## src/rtl/add8u_arb4_if.sv

```systemverilog
// rtl/add8u_arb4_if.sv - request/response bundle for the shared approximate adder
interface add8u_arb4_if #(
    parameter int NREQ = 4,
    parameter int IDW  = $clog2(NREQ)
);
    logic [NREQ-1:0]   req_valid;
    logic [NREQ-1:0]   req_ready;
    logic [8*NREQ-1:0] req_a;
    logic [8*NREQ-1:0] req_b;
    logic              rsp_valid;
    logic              rsp_ready;
    logic [IDW-1:0]    rsp_id;
    logic [8:0]        rsp_sum;

    modport master (
        output req_valid, req_a, req_b, rsp_ready,
        input  req_ready, rsp_valid, rsp_id, rsp_sum
    );

    modport slave (
        input  req_valid, req_a, req_b, rsp_ready,
        output req_ready, rsp_valid, rsp_id, rsp_sum
    );
endinterface

```

## src/rtl/add8u_arb4.sv

```systemverilog
// rtl/add8u_arb4.sv - round-robin scheduler in front of one approximate add8u
// Optional error monitor enabled by defining ADD8U_ARB_STATS_EN.
module add8u_arb4 #(
    parameter int NREQ  = 4,
    parameter int IDW   = $clog2(NREQ),
    parameter int ACC_W = 20
) (
    input  logic             clk,
    input  logic             rst_n,
    add8u_arb4_if.slave      bus,
    input  logic             stat_clr,
    output logic [15:0]      stat_ops,
    output logic [3:0]       stat_err_max,
    output logic [ACC_W-1:0] stat_err_acc
);
    typedef enum logic [1:0] {IDLE, CALC, HOLD} state_t;

    state_t         state_q;
    logic [IDW-1:0] ptr_q, lat_id_q, rsp_id_q;
    logic [7:0]     lat_a_q, lat_b_q;
    logic [8:0]     rsp_sum_q;
    logic           rsp_valid_q;

    logic [IDW-1:0] scan_idx, grant_idx, ptr_d;
    logic           grant_found, accept_win, xfer;
    logic [7:0]     grant_a, grant_b;
    logic [8:0]     approx_sum;

    // Scan from the highest offset down so the nearest valid index to ptr wins.
    always_comb begin
        grant_found = 1'b0;
        grant_idx   = '0;
        scan_idx    = '0;
        for (int k = NREQ - 1; k >= 0; k--) begin
            scan_idx = IDW'((int'(ptr_q) + k) % NREQ);
            if (bus.req_valid[scan_idx]) begin
                grant_found = 1'b1;
                grant_idx   = scan_idx;
            end
        end
    end

    // rst_n gates the accept window so no grant is offered while held in reset.
    assign accept_win    = rst_n && ((state_q == IDLE) || ((state_q == HOLD) && bus.rsp_ready));
    assign xfer          = accept_win && grant_found;
    assign bus.req_ready = xfer ? (NREQ'(1) << grant_idx) : '0;
    assign grant_a       = bus.req_a[{grant_idx, 3'b000} +: 8];
    assign grant_b       = bus.req_b[{grant_idx, 3'b000} +: 8];
    assign ptr_d         = IDW'((int'(grant_idx) + 1) % NREQ);

    assign approx_sum[8:4] = {1'b0, lat_a_q[7:4]} + {1'b0, lat_b_q[7:4]}
                           + {4'b0000, lat_a_q[3] & lat_b_q[3]};
    assign approx_sum[3:0] = {1'b1, lat_b_q[2], lat_a_q[5], lat_a_q[7] ^ lat_b_q[7]};

    always_ff @(posedge clk or negedge rst_n) begin
        if (!rst_n) begin
            state_q     <= IDLE;
            ptr_q       <= '0;
            lat_id_q    <= '0;
            lat_a_q     <= '0;
            lat_b_q     <= '0;
            rsp_id_q    <= '0;
            rsp_sum_q   <= '0;
            rsp_valid_q <= 1'b0;
        end else begin
            if (xfer) begin
                lat_a_q  <= grant_a;
                lat_b_q  <= grant_b;
                lat_id_q <= grant_idx;
                ptr_q    <= ptr_d;
            end
            case (state_q)
                IDLE: if (xfer) state_q <= CALC;
                CALC: begin
                    rsp_sum_q   <= approx_sum;
                    rsp_id_q    <= lat_id_q;
                    rsp_valid_q <= 1'b1;
                    state_q     <= HOLD;
                end
                HOLD: if (bus.rsp_ready) begin
                    rsp_valid_q <= 1'b0;
                    state_q     <= xfer ? CALC : IDLE;
                end
                default: state_q <= IDLE;
            endcase
        end
    end

    assign bus.rsp_valid = rsp_valid_q;
    assign bus.rsp_id    = rsp_id_q;
    assign bus.rsp_sum   = rsp_sum_q;

`ifdef ADD8U_ARB_STATS_EN
    logic [8:0]     exact_sum, rsp_exact_q, err_raw;
    logic [3:0]     err_abs;
    logic           rsp_hs, unused_err_hi;
    logic [15:0]    ops_q;
    logic [3:0]     err_max_q;
    logic [ACC_W-1:0] acc_q;
    logic [ACC_W:0]   acc_sum;

    assign exact_sum = {1'b0, lat_a_q} + {1'b0, lat_b_q};
    assign err_raw   = (rsp_exact_q >= rsp_sum_q) ? (rsp_exact_q - rsp_sum_q)
                                                  : (rsp_sum_q - rsp_exact_q);
    // The approximation error never exceeds 11, so four bits carry it fully.
    assign err_abs       = err_raw[3:0];
    assign unused_err_hi = |err_raw[8:4];
    assign rsp_hs        = rsp_valid_q && bus.rsp_ready;
    assign acc_sum       = {1'b0, acc_q} + (ACC_W+1)'(err_abs);

    always_ff @(posedge clk or negedge rst_n) begin
        if (!rst_n) begin
            rsp_exact_q <= '0;
            ops_q       <= '0;
            err_max_q   <= '0;
            acc_q       <= '0;
        end else begin
            if (state_q == CALC) rsp_exact_q <= exact_sum;
            if (stat_clr) begin
                ops_q     <= '0;
                err_max_q <= '0;
                acc_q     <= '0;
            end else if (rsp_hs) begin
                ops_q     <= (ops_q == 16'hFFFF) ? ops_q : ops_q + 16'd1;
                err_max_q <= (err_abs > err_max_q) ? err_abs : err_max_q;
                acc_q     <= acc_sum[ACC_W] ? '1 : acc_sum[ACC_W-1:0];
            end
        end
    end

    assign stat_ops     = ops_q;
    assign stat_err_max = err_max_q;
    assign stat_err_acc = acc_q;
`else
    logic unused_stat_clr;
    assign unused_stat_clr = stat_clr;
    assign stat_ops        = '0;
    assign stat_err_max    = '0;
    assign stat_err_acc    = '0;
`endif
endmodule

```

## src/flat_wrapper.sv

```systemverilog
// flat-port wrapper written by rule: the top's interface ports become plain ports
module add8u_arb4_flat 
#(
    parameter int NREQ  = 4,
    parameter int IDW   = $clog2(NREQ),
    parameter int ACC_W = 20
)
  (clk, rst_n, stat_clr, stat_ops, stat_err_max, stat_err_acc, bus_req_valid, bus_req_a, bus_req_b, bus_rsp_ready, bus_req_ready, bus_rsp_valid, bus_rsp_id, bus_rsp_sum);
  add8u_arb4_if #(.NREQ(NREQ), .IDW(IDW)) bus_i ();
  input  logic clk;
  input  logic rst_n;
  input  logic stat_clr;
  output logic [15:0] stat_ops;
  output logic [3:0] stat_err_max;
  output logic [ACC_W-1:0] stat_err_acc;
  input wire logic [$bits(bus_i.req_valid)-1:0] bus_req_valid;
  input wire logic [$bits(bus_i.req_a)-1:0] bus_req_a;
  input wire logic [$bits(bus_i.req_b)-1:0] bus_req_b;
  input wire logic [$bits(bus_i.rsp_ready)-1:0] bus_rsp_ready;
  output wire logic [$bits(bus_i.req_ready)-1:0] bus_req_ready;
  output wire logic [$bits(bus_i.rsp_valid)-1:0] bus_rsp_valid;
  output wire logic [$bits(bus_i.rsp_id)-1:0] bus_rsp_id;
  output wire logic [$bits(bus_i.rsp_sum)-1:0] bus_rsp_sum;
  assign bus_i.req_valid = bus_req_valid;
  assign bus_i.req_a = bus_req_a;
  assign bus_i.req_b = bus_req_b;
  assign bus_i.rsp_ready = bus_rsp_ready;
  assign bus_req_ready = bus_i.req_ready;
  assign bus_rsp_valid = bus_i.rsp_valid;
  assign bus_rsp_id = bus_i.rsp_id;
  assign bus_rsp_sum = bus_i.rsp_sum;
  add8u_arb4 #(.NREQ(NREQ), .IDW(IDW), .ACC_W(ACC_W)) u_core (.clk(clk), .rst_n(rst_n), .bus(bus_i), .stat_clr(stat_clr), .stat_ops(stat_ops), .stat_err_max(stat_err_max), .stat_err_acc(stat_err_acc));
endmodule
```

## config.mk

```make
export PLATFORM = sky130hd
export DESIGN_NAME = add8u_arb4_flat
export DESIGN_NICKNAME = d
export VERILOG_FILES = /design/src/rtl/add8u_arb4_if.sv /design/src/rtl/add8u_arb4.sv /design/src/flat_wrapper.sv
export SDC_FILE = /design/constraint.sdc
export NUM_CORES = 1
export LEC_CHECK = 0
export CORE_MARGIN = 3
export CORE_UTILIZATION = 41
export DETAILED_ROUTE_END_ITERATION = 12
export GPL_ROUTABILITY_DRIVEN = 0
export PLACE_DENSITY = 0.86
export SKIP_CTS_REPAIR_TIMING = 1
export SLEW_MARGIN = 20
export SYNTH_ARGS = -nofsm -noshare
export SYNTH_HDL_FRONTEND = slang
export SYNTH_SLANG_ARGS = --single-unit
```

## constraint.sdc

```tcl
create_clock -name clk -period 4.49 [get_ports clk]
set_clock_uncertainty 0.1 [all_clocks]
set_input_delay 0.449 -clock clk [delete_from_list [all_inputs] [get_ports clk]]
set_output_delay 0.449 -clock clk [all_outputs]
set_load 0.01 [all_outputs]
```

==> run metrics, run 1 <==
Setup violations, final=0; crit-path max cell delay=roughly 550 ps; routed len/inst=~14 microns; Slew headroom=between 60% and 70%; first-pass GRT wire length=between 7 and 8 mm; die height=about 78 microns; core footprint=about 0.0049 sq mm; Post-DP HPWL=about 3.8 mm; Worst Path Buf+Inv=3; RSZ-0062 raised after global routing=no; Slew @ Worst Pin=between 500 and 600 ps; die area=0.00611 sq mm; Slew Viols, Final=0; Rows=25; CTS tree=done; worst min path class=register to register; gr ovfl total=0; drt pass-1 iters=4; maximum vdd drop=roughly 180 uV; WS Path Type=input pin to output pin; Critical R2R Launch=u_core.ptr_q[1]; worst-path cell chain=clkdlybuf4s50_1 > mux2i_1 > o22ai_2 > nor2_2 > inv_4 > ha_1 > and2_1 > clkdlybuf4s50_1; Mean Syn Cell Area=approximately 9.8 sq um; ANT nets after route=0; Antenna diodes=0; fin crit period=between 3000 and 4000 ps; final net count=362; area delta synth->final=29.4%; Hold Crit Depth=1; delay-heaviest family, CP=buffers and inverters; Worst setup EP type=output pin; top-level I/O count=128; Hold Crit Start=u_core.bus.rsp_sum[3]; Vias=1,666; total global-route track usage=around 17%; Synth cell types=39; CTS Root Cell=clkbuf_8; Startpoint Class=input pin; Clock Latency Late Sink=270 ps; number of H-tree levels=2; Max Clk Rate=between 200 and 300 MHz; Horiz. Die Dim=roughly 78 microns; synthesized instance count=between 200 and 250; Initial Utilization=between 40% and 50%; R2R Setup Slk=2360 ps; largest net degree at the start of global routing=30; CP arrival=about 2800 ps; fillers=approximately 470; worst-path fanout max=14; count of final hold-check violations=0; CTS Buffer Depth=2; Worst Path Required=a little under 4000 ps; clock slew at reported path FFs=~60 ps; worst reg2reg path endpoint=u_core.lat_a_q[3]; initial antenna violation count=0; Lkg Pwr=~1.3 nW; drt via density=between 4 and 5; initial drt markers=71; Clock Sinks=29; Worst path most repeated cell=clkdlybuf4s50_1; Overall Power=1.34 mW; Seq/Total Area, Yosys=between 30% and 40%; Mapped Area=approximately 0.0021 sq mm; crit path max-delay cell type=clkdlybuf4s50_1; Synth Register Bits=29; period utilization=approximately three quarters; WL final=approximately 5 mm; vias in the first global route=1,638; worst min-delay path endpoint=u_core.bus.rsp_sum[3]; CTS Buf Count=5; total of max-cap violations=0; FF-to-FF path depth=6; final setup TNS=0 ps; share of cells above drive strength 1=between 10% and 20%; DRC=0; pwr/cell area=485 mW/mm^2; IO Port Bufs=66; worst hold slack=approximately 370 ps; status=completed; warnings from Yosys=0
Yosys cell counts, drive strengths merged:
master,count,area [sq um]
inv,8,32.5
o211ai,9,108
or3b,1,8.76
mux2,6,67.6
a21o,2,15.0
a21oi,7,35.0
nand3,11,55.1
xnor2,1,8.76
a211o,11,96.3
o22ai,2,25.0
and2,4,25.0
nand4b,1,23.8
a21boi,1,7.51
or4,1,11.3
nand2,21,78.8
dfrtp,29,726
o21ai,18,90.1
ha,7,87.6
o21a,1,7.51
o221ai,2,23.8
o22a,1,8.76
xor2,1,8.76
clkbuf,3,11.3
nor2,2,10.0
fa,2,40.0
conb,1,3.75
nand2b,3,18.8
mux2i,12,120
nor3b,1,7.51
buf,49,375
kinds of logic (layout without fill, tap and decap cells):
family	count (synthesis)	count (layout)	synth area share (%)
buf+inv	60	85	19.6
compound gates	54	54	19.5
fa+ha+maj	9	9	5.97
other cells	1	40	0.175
mux	18	18	8.78
flops	29	29	34.0
xor+xnor	2	2	0.820
simple gates	45	45	11.2
cell usage in the layout (no fill, tap or decap), types with 4 or more instances in the layout:
master / n
clkdlybuf4s50_1: 66
conb_1: 40
dfrtp_1: 29
nand2_1: 21
o21ai_0: 16
mux2i_1: 12
nand3_1: 11
a211o_1: 11
o211ai_2: 8
a21oi_1: 7
ha_1: 7
clkbuf_8: 7
inv_1: 6
mux2_2: 6
and2_1: 4
layer usage:
layer	vias to the layer above	track usage [%]	wire length, microns
li1	805	-	-
met1	789	19.8	1950
met2	65	29.2	2550
met3	7	3.33	308
met4	0	7.17	78
met5	-	0	0
through the flow:
stage	utilization, %	instances	cell area, sq um	setup slack (ps)
2_1_floorplan	-	257	2280	2380
3_3_place_gp	54.6	341	2660	1170
3_5_place_dp	54.6	341	2660	1140
4_1_cts	56.7	349	2770	1130
5_1_grt	56.7	349	2770	985
6_report	56.7	349	2770	1150
worst max path at each step:
| stage | depth (start not counted) | startpoint | end | slack [ps] |
|---|---|---|---|---|
| CTS | 8 | bus_req_valid[0] | bus_req_ready[2] | 1130 |
| global route | 8 | bus_req_valid[0] | bus_req_ready[2] | 980 |
| global placement | 8 | bus_req_valid[0] | bus_req_ready[2] | 1170 |
| finish | 8 | bus_req_valid[0] | bus_req_ready[0] | 1150 |
| detailed placement | 8 | bus_req_valid[0] | bus_req_ready[2] | 1140 |
| floorplan | 7 | u_core.ptr_q[1] | bus_req_ready[0] | 2380 |
where the power goes:
group          switching, mW  internal (mW)  total (mW)  leakage (nW)
clock                 0.0959          0.138       0.234        0.0542
sequential            0.0769          0.376       0.453         0.355
combinational          0.327          0.328       0.655         0.856
layout make-up:
class                      instances  area, sq um  share of cell area, %
multi-input combinational        168         1140                   41.2
inverter                           8         32.5                   1.18
clock buffer                       7         96.3                   3.48
sequential                        29          726                   26.2
clock inverter                     1         5.00                  0.181
timing repair buffer              69          683                   24.7
tap                               67         83.8                   3.03
sequential cells by signal, indices dropped and copies added (netlist names):
| signal | count |
|---|---|
| u_core.ptr_q | 2 |
| u_core.state_q | 2 |
| u_core.bus.rsp_valid | 1 |
| u_core.lat_id_q | 2 |
| u_core.bus.rsp_id | 2 |
| u_core.lat_b_q | 6 |
| u_core.lat_a_q | 5 |
| u_core.bus.rsp_sum | 9 |
No activity file was read; power rests on OpenSTA's default activity.
==> inputs of run 2 (changes only) <==
Settings changed: CORE_UTILIZATION 41 to 38, PLACE_DENSITY 0.86 to 0.8.
Clock period 4.49 ns to 3.15 ns, I/O delays scaled along.
==> run 2 against run 1 <==
  * Sequential cell count is the same
  * Worst hold slack improved by 2.4 ps
  * Sequential share of layout area shrank 0.071 points
  * Count of clock-buffer cells in the layout decreased by 1
  * Non-clock buffer count rose by 3
  * Utilization fell by 4.1 points
  * First-iteration DRC count increased by 4.2%
  * Register-to-register slack got worse by 1300 ps
  * Global-route usage fell by 1.2 points
  * Cell count increased by 1.7%
  * Largest power group unchanged
==> run metrics, run 2 (synthesis gave the netlist of run 1 again) <==
status=completed; Seq pwr share=34.1% (+0.3 points); Slew @ Worst Pin=574 ps (-8.59 ps); total of max-cap violations=0 (unchanged); RSZ-0062 raised after global routing=no; fillers=503 (+8.2%); most frequent cells in the layout=clkdlybuf4s50_1, conb_1, dfrtp_1; core footprint=0.00527 sq mm (+8.0%); delay-heaviest family, CP=buffers and inverters; Slew Viols, Final=0 (unchanged); max reg flops=9 (unchanged); Vias=1,676 (+0.60%); DRC=0 (unchanged); CTS tree=done; Antenna diodes=0 (unchanged); WS Path Type=input pin to output pin; largest net degree at the start of global routing=30 (unchanged); share of cells above drive strength 1=12.6% (+0.57 points); Worst setup EP type=output pin; initial antenna violation count=0 (unchanged); Worst Path Buf+Inv=3 (unchanged); CP arrival=2500 ps (-290 ps); WL final=4.86 mm (-0.49%); Max Clk Rate=343 MHz; gr ovfl total=0 (unchanged); fin crit period=between 2000 and 3000 ps; combinational power share=50.5% (+1.7 points); Seq. cell area=726 sq um (unchanged); vias in the first global route=1,600 (-2.3%); Final Util=52.6% (-4.1 points); top-level I/O count=128 (unchanged); area of the multi-input gates=0.00114 sq mm (unchanged); IO Port Bufs=66 (unchanged); period utilization=just over 90%; most common cell after layout, fill and taps aside=clkdlybuf4s50_1; worst-path fanout max=14 (unchanged); worst hold slack=371 ps (+2.39 ps); Net Sw Power=0.721 mW (+44%); maximum vdd drop=243 uV (+39%); count of final hold-check violations=0 (unchanged); ANT nets after route=0 (unchanged); area delta synth->final=29.7%; Setup violations, final=0 (unchanged); drt via density=4.72 (-1.1%); routed len/inst=13.7 microns (-2.2%); Lkg Pwr=1.27 nW (+0.38%); die area=0.00656 sq mm (+7.3%); CTS Root Cell=clkbuf_8; Clock Sinks=29 (unchanged); final setup TNS=0 ps (unchanged); CTS Buf Count=5 (unchanged); Worst Path Required=2730 ps (-1210 ps); Horiz. Die Dim=81.0 microns (+3.6%); Overall Power=1.89 mW (+41%); Internal=1.17 mW (+39%); Worst path most repeated cell=clkdlybuf4s50_1; crit-path max cell delay=560 ps (about the same); drt pass-1 iters=4 (unchanged); Slew headroom=61.7% (+0.57 points); clock slew at reported path FFs=60 ps (about the same); Post-DP HPWL=3.80 mm (+0.32%); Startpoint Class=input pin; switching share of power=38.1% (+0.83 points); final net count=365 (+0.83%); crit path max-delay cell type=clkdlybuf4s50_1; initial drt markers=74 (+4.2%); number of H-tree levels=2 (unchanged); die height=81.0 microns (+3.6%); total global-route track usage=15.4% (-1.2 points); Rows=26 (+4.0%); pwr/cell area=683 mW/mm^2 (+41%); clock power share=15.4% (-2.1 points); worst min path class=register to register; CTS Buffer Depth=2 (unchanged); Clock Latency Late Sink=280 ps (about the same); first-pass GRT wire length=7.65 mm (-3.5%); Initial Utilization=40.6% (-3.2 points); worst-path cell chain=clkdlybuf4s50_1 > a21boi_1 > o22ai_2 > nor2_2 > inv_4 > ha_1 > and2_1 > clkdlybuf4s50_1
run 2: cell types whose count changed in the layout (fill, tap and decap cells not counted):
cell      previous run  this run
buf_4                3         6
clkbuf_1             0         1
clkbuf_8             7         5
clkinv_2             1         2
run 2: final timing paths:
path	start	slack, ps	end	cells past startpoint
max in group asynchronous	rst_n	2230	u_core.bus.rsp_sum[2]	2
hold / removal	u_core.bus.rsp_sum[3]	370	u_core.bus.rsp_sum[3]	1
min in group asynchronous	rst_n	440	u_core.lat_b_q[4]	2
setup / recovery	bus_req_valid[1]	240	bus_req_ready[2]	8
hold reg to reg	u_core.bus.rsp_sum[3]	370	u_core.bus.rsp_sum[3]	1
setup reg to reg	u_core.ptr_q[1]	1070	u_core.lat_b_q[6]	6
run 2: through the flow:
stage          worst slack (ps)  instance area (sq um)  std cells
3_5_place_dp                237                   2690        347
3_3_place_gp                295                   2690        347
6_report                    238                   2770        355
4_1_cts                     235                   2770        355
5_1_grt                     127                   2770        355
2_1_floorplan              1170                   2280        257
run 2: per-layer routing:
layer	global-route usage (%)	vias up	share of wire, %
li1	-	811	-
met1	20.3	785	42
met5	0	-	0
met3	3.44	9	7.7
met4	5.91	0	1.8
met2	24.7	71	49
run 2: area by class of cell:
| type | instances | area share (%) |
|---|---|---|
| well taps | 70 | 3.16 |
| multi-input cells | 168 | 41.1 |
| inverters | 8 | 1.17 |
| flip-flops and latches | 29 | 26.2 |
| repair buffers | 72 | 25.5 |
| clock inverters | 2 | 0.361 |
| clock buffers | 6 | 2.62 |
run 2: power groups by stage:
stage	clock, mW	combinational (mW)	sequential (mW)
2_1_floorplan	0	0.644	0.659
3_3_place_gp	0	0.921	0.641
3_5_place_dp	0	0.957	0.651
4_1_cts	0.301	0.963	0.646
5_1_grt	0.327	1.06	0.668
6_report	0.292	0.955	0.645
==> inputs of run 3 (changes only) <==
Settings changed: CORE_UTILIZATION 38 to 39, CTS_BUF_LIST set to sky130_fd_sc_hd__clkbuf_4 sky130_fd_sc_hd__clkbuf_8, PLACE_DENSITY 0.8 to 0.82.
==> run 3 against run 2 <==
  * Sequential power decreased by 0.8%
  * First-iteration DRC count increased by 18%
  * Non-clock buffer count did not move
  * Cell count unchanged
==> run metrics, run 3 (synthesis gave the netlist of run 1 again) <==
first-pass GRT wire length=7.57 mm (-0.99%); worst reg2reg path endpoint=u_core.lat_a_q[3]; Clock Sinks=29 (unchanged); crit-path max cell delay=550 ps (about the same); Horiz. Die Dim=80.0 microns (-1.2%); Hold Crit Depth=1 (unchanged); ANT nets after route=0 (unchanged); max reg flops=9 (unchanged); crit path max-delay cell type=clkdlybuf4s50_1; Max Clk Rate=350 MHz (+2.0%); final net count=365 (unchanged); area delta synth->final=32.1%; Hold Crit Start=u_core.bus.rsp_sum[3]; Worst Path Required=2730 ps (about the same); pre-CTS setup slack=275 ps (+38.4 ps); CP arrival=2440 ps (-60 ps); most frequent cells in the layout=clkdlybuf4s50_1, conb_1, dfrtp_1; pwr/cell area=726 mW/mm^2 (+6.3%); maximum vdd drop=273 uV (+12%); Vias=1,686 (+0.60%); delay-heaviest family, CP=buffers and inverters; count of final hold-check violations=0 (unchanged); RSZ-0062 raised after global routing=no; Final Util=54.3% (+1.6 points); Clock Latency Late Sink=290 ps (about the same); Worst path most repeated cell=clkdlybuf4s50_1; fin crit period=2850 ps (-56.8 ps); status=completed; initial antenna violation count=0 (unchanged); CTS Buffer Depth=2 (unchanged); IO Port Bufs=66 (unchanged); die height=80.0 microns (-1.2%); Rows=26 (unchanged); metal3 WL=413 microns (+10%); Critical R2R Launch=u_core.ptr_q[1]; core footprint=0.00520 sq mm (-1.2%); worst min path class=register to register; routed len/inst=13.8 microns (+1.0%); vias in the first global route=1,559 (-2.6%); worst-path cell chain=clkdlybuf4s50_1 > a21boi_1 > o22ai_2 > nor2_2 > inv_4 > ha_1 > and2_1 > clkdlybuf4s50_1; highest routed metal layer=met4; Slew @ Worst Pin=579 ps (+5.14 ps); Lkg Pwr=1.29 nW (+1.8%); top-level I/O count=128 (unchanged); Post-DP HPWL=3.78 mm (-0.69%); number of H-tree levels=2 (unchanged); CTS Buf Count=5 (unchanged); worst-path fanout max=14 (unchanged); largest net degree at the start of global routing=30 (unchanged); WL final=4.91 mm (+1.0%); clock power share=22.4% (+7.0 points); total of max-cap violations=0 (unchanged); Setup violations, final=0 (unchanged); Internal=1.33 mW (+14%); CTS tree=done; Finished Layout Cells=355 (unchanged); # placed instances=347 (unchanged); DRC=0 (unchanged); Slew headroom=61.3% (-0.44 points); Metal-1 WL=1.98 mm (-2.5%); Overall Power=2.05 mW (+8.3%); drt via density=4.75 (+0.60%); Startpoint Class=input pin; Slew Viols, Final=0 (unchanged); period utilization=90.6% (-1.8 points); setup ws final=295 ps (+56.8 ps); drt pass-1 iters=4 (unchanged); share of cells above drive strength 1=13.0% (+0.35 points); DR WL met2=2.40 mm (+1.3%); FF-to-FF path depth=6 (unchanged); die area=0.00640 sq mm (-2.4%); Initial Utilization=41.1% (+0.51 points); Antenna diodes=0 (unchanged); initial drt markers=87 (+18%); Seq pwr share=31.2% (-2.9 points); gr ovfl total=0 (unchanged); Worst setup EP type=output pin; clock slew at reported path FFs=60 ps (about the same); switching share of power=35.1% (-3.0 points); total global-route track usage=15.7% (+0.29 points); R2R Setup Slk=1070 ps (about the same); WS Path Type=input pin to output pin; combinational power share=46.3% (-4.2 points); CTS Root Cell=clkbuf_8; Worst Path Buf+Inv=3 (unchanged); worst min-delay path endpoint=u_core.bus.rsp_sum[3]; most common cell after layout, fill and taps aside=clkdlybuf4s50_1; Net Sw Power=0.719 mW (-0.19%); final setup TNS=0 ps (unchanged)
## run 3: cell count changes in the layout (fill, tap and decap cells not counted), sizes merged
cell / change
clkbuf: -1
clkinv: -1
bufinv: +2
## run 3: worst max path at each step
stage	endpoint	start	cells after the start
2_1_floorplan	bus_req_ready[0]	u_core.ptr_q[1]	7
3_3_place_gp	bus_req_ready[2]	bus_req_valid[1]	8
3_5_place_dp	bus_req_ready[2]	bus_req_valid[1]	8
4_1_cts	bus_req_ready[2]	bus_req_valid[1]	8
5_1_grt	bus_req_ready[2]	bus_req_valid[1]	8
6_report	bus_req_ready[2]	bus_req_valid[1]	8
## run 3: power groups by stage
stage / clock network (mW) / logic, mW / registers (mW)
after floorplan: 0 / 0.644 / 0.659
final: 0.460 / 0.950 / 0.640
after detailed placement: 0 / 0.956 / 0.647
after CTS: 0.469 / 0.960 / 0.641
after global placement: 0 / 0.925 / 0.639
after global routing: 0.485 / 1.06 / 0.666
## run 3: routing by layer
metal | vias to the layer above | track usage (%)
met5 | - | 0
met4 | 0 | 6.76
met3 | 11 | 5.08
met2 | 84 | 25.6
met1 | 784 | 19.0
li1 | 807 | -
## run 3: final cells by class
cell class	instances	area [sq um]
clock inverters	3	65.1
inverters	8	32.5
repair buffers	72	706
fillers	482	2380
clock buffers	5	68.8
well taps	70	87.6
flip-flops and latches	29	726
multi-input cells	168	1140
## run 3: stage by stage
step           instance area [sq um]  hold slack, ps
6_report                        2820             367
5_1_grt                         2820             384
4_1_cts                         2820             373
3_5_place_dp                    2690             354
3_3_place_gp                    2690             350
2_1_floorplan                   2280           -80.6
## run 3: worst register-to-register path, stage by stage, from the launching register on
cell and delay, ps:
dfrtp_1 480, a21oi_1 100, o21a_1 180, o22ai_2 270, buf_4 220, nand2_1 350, o211ai_1 300
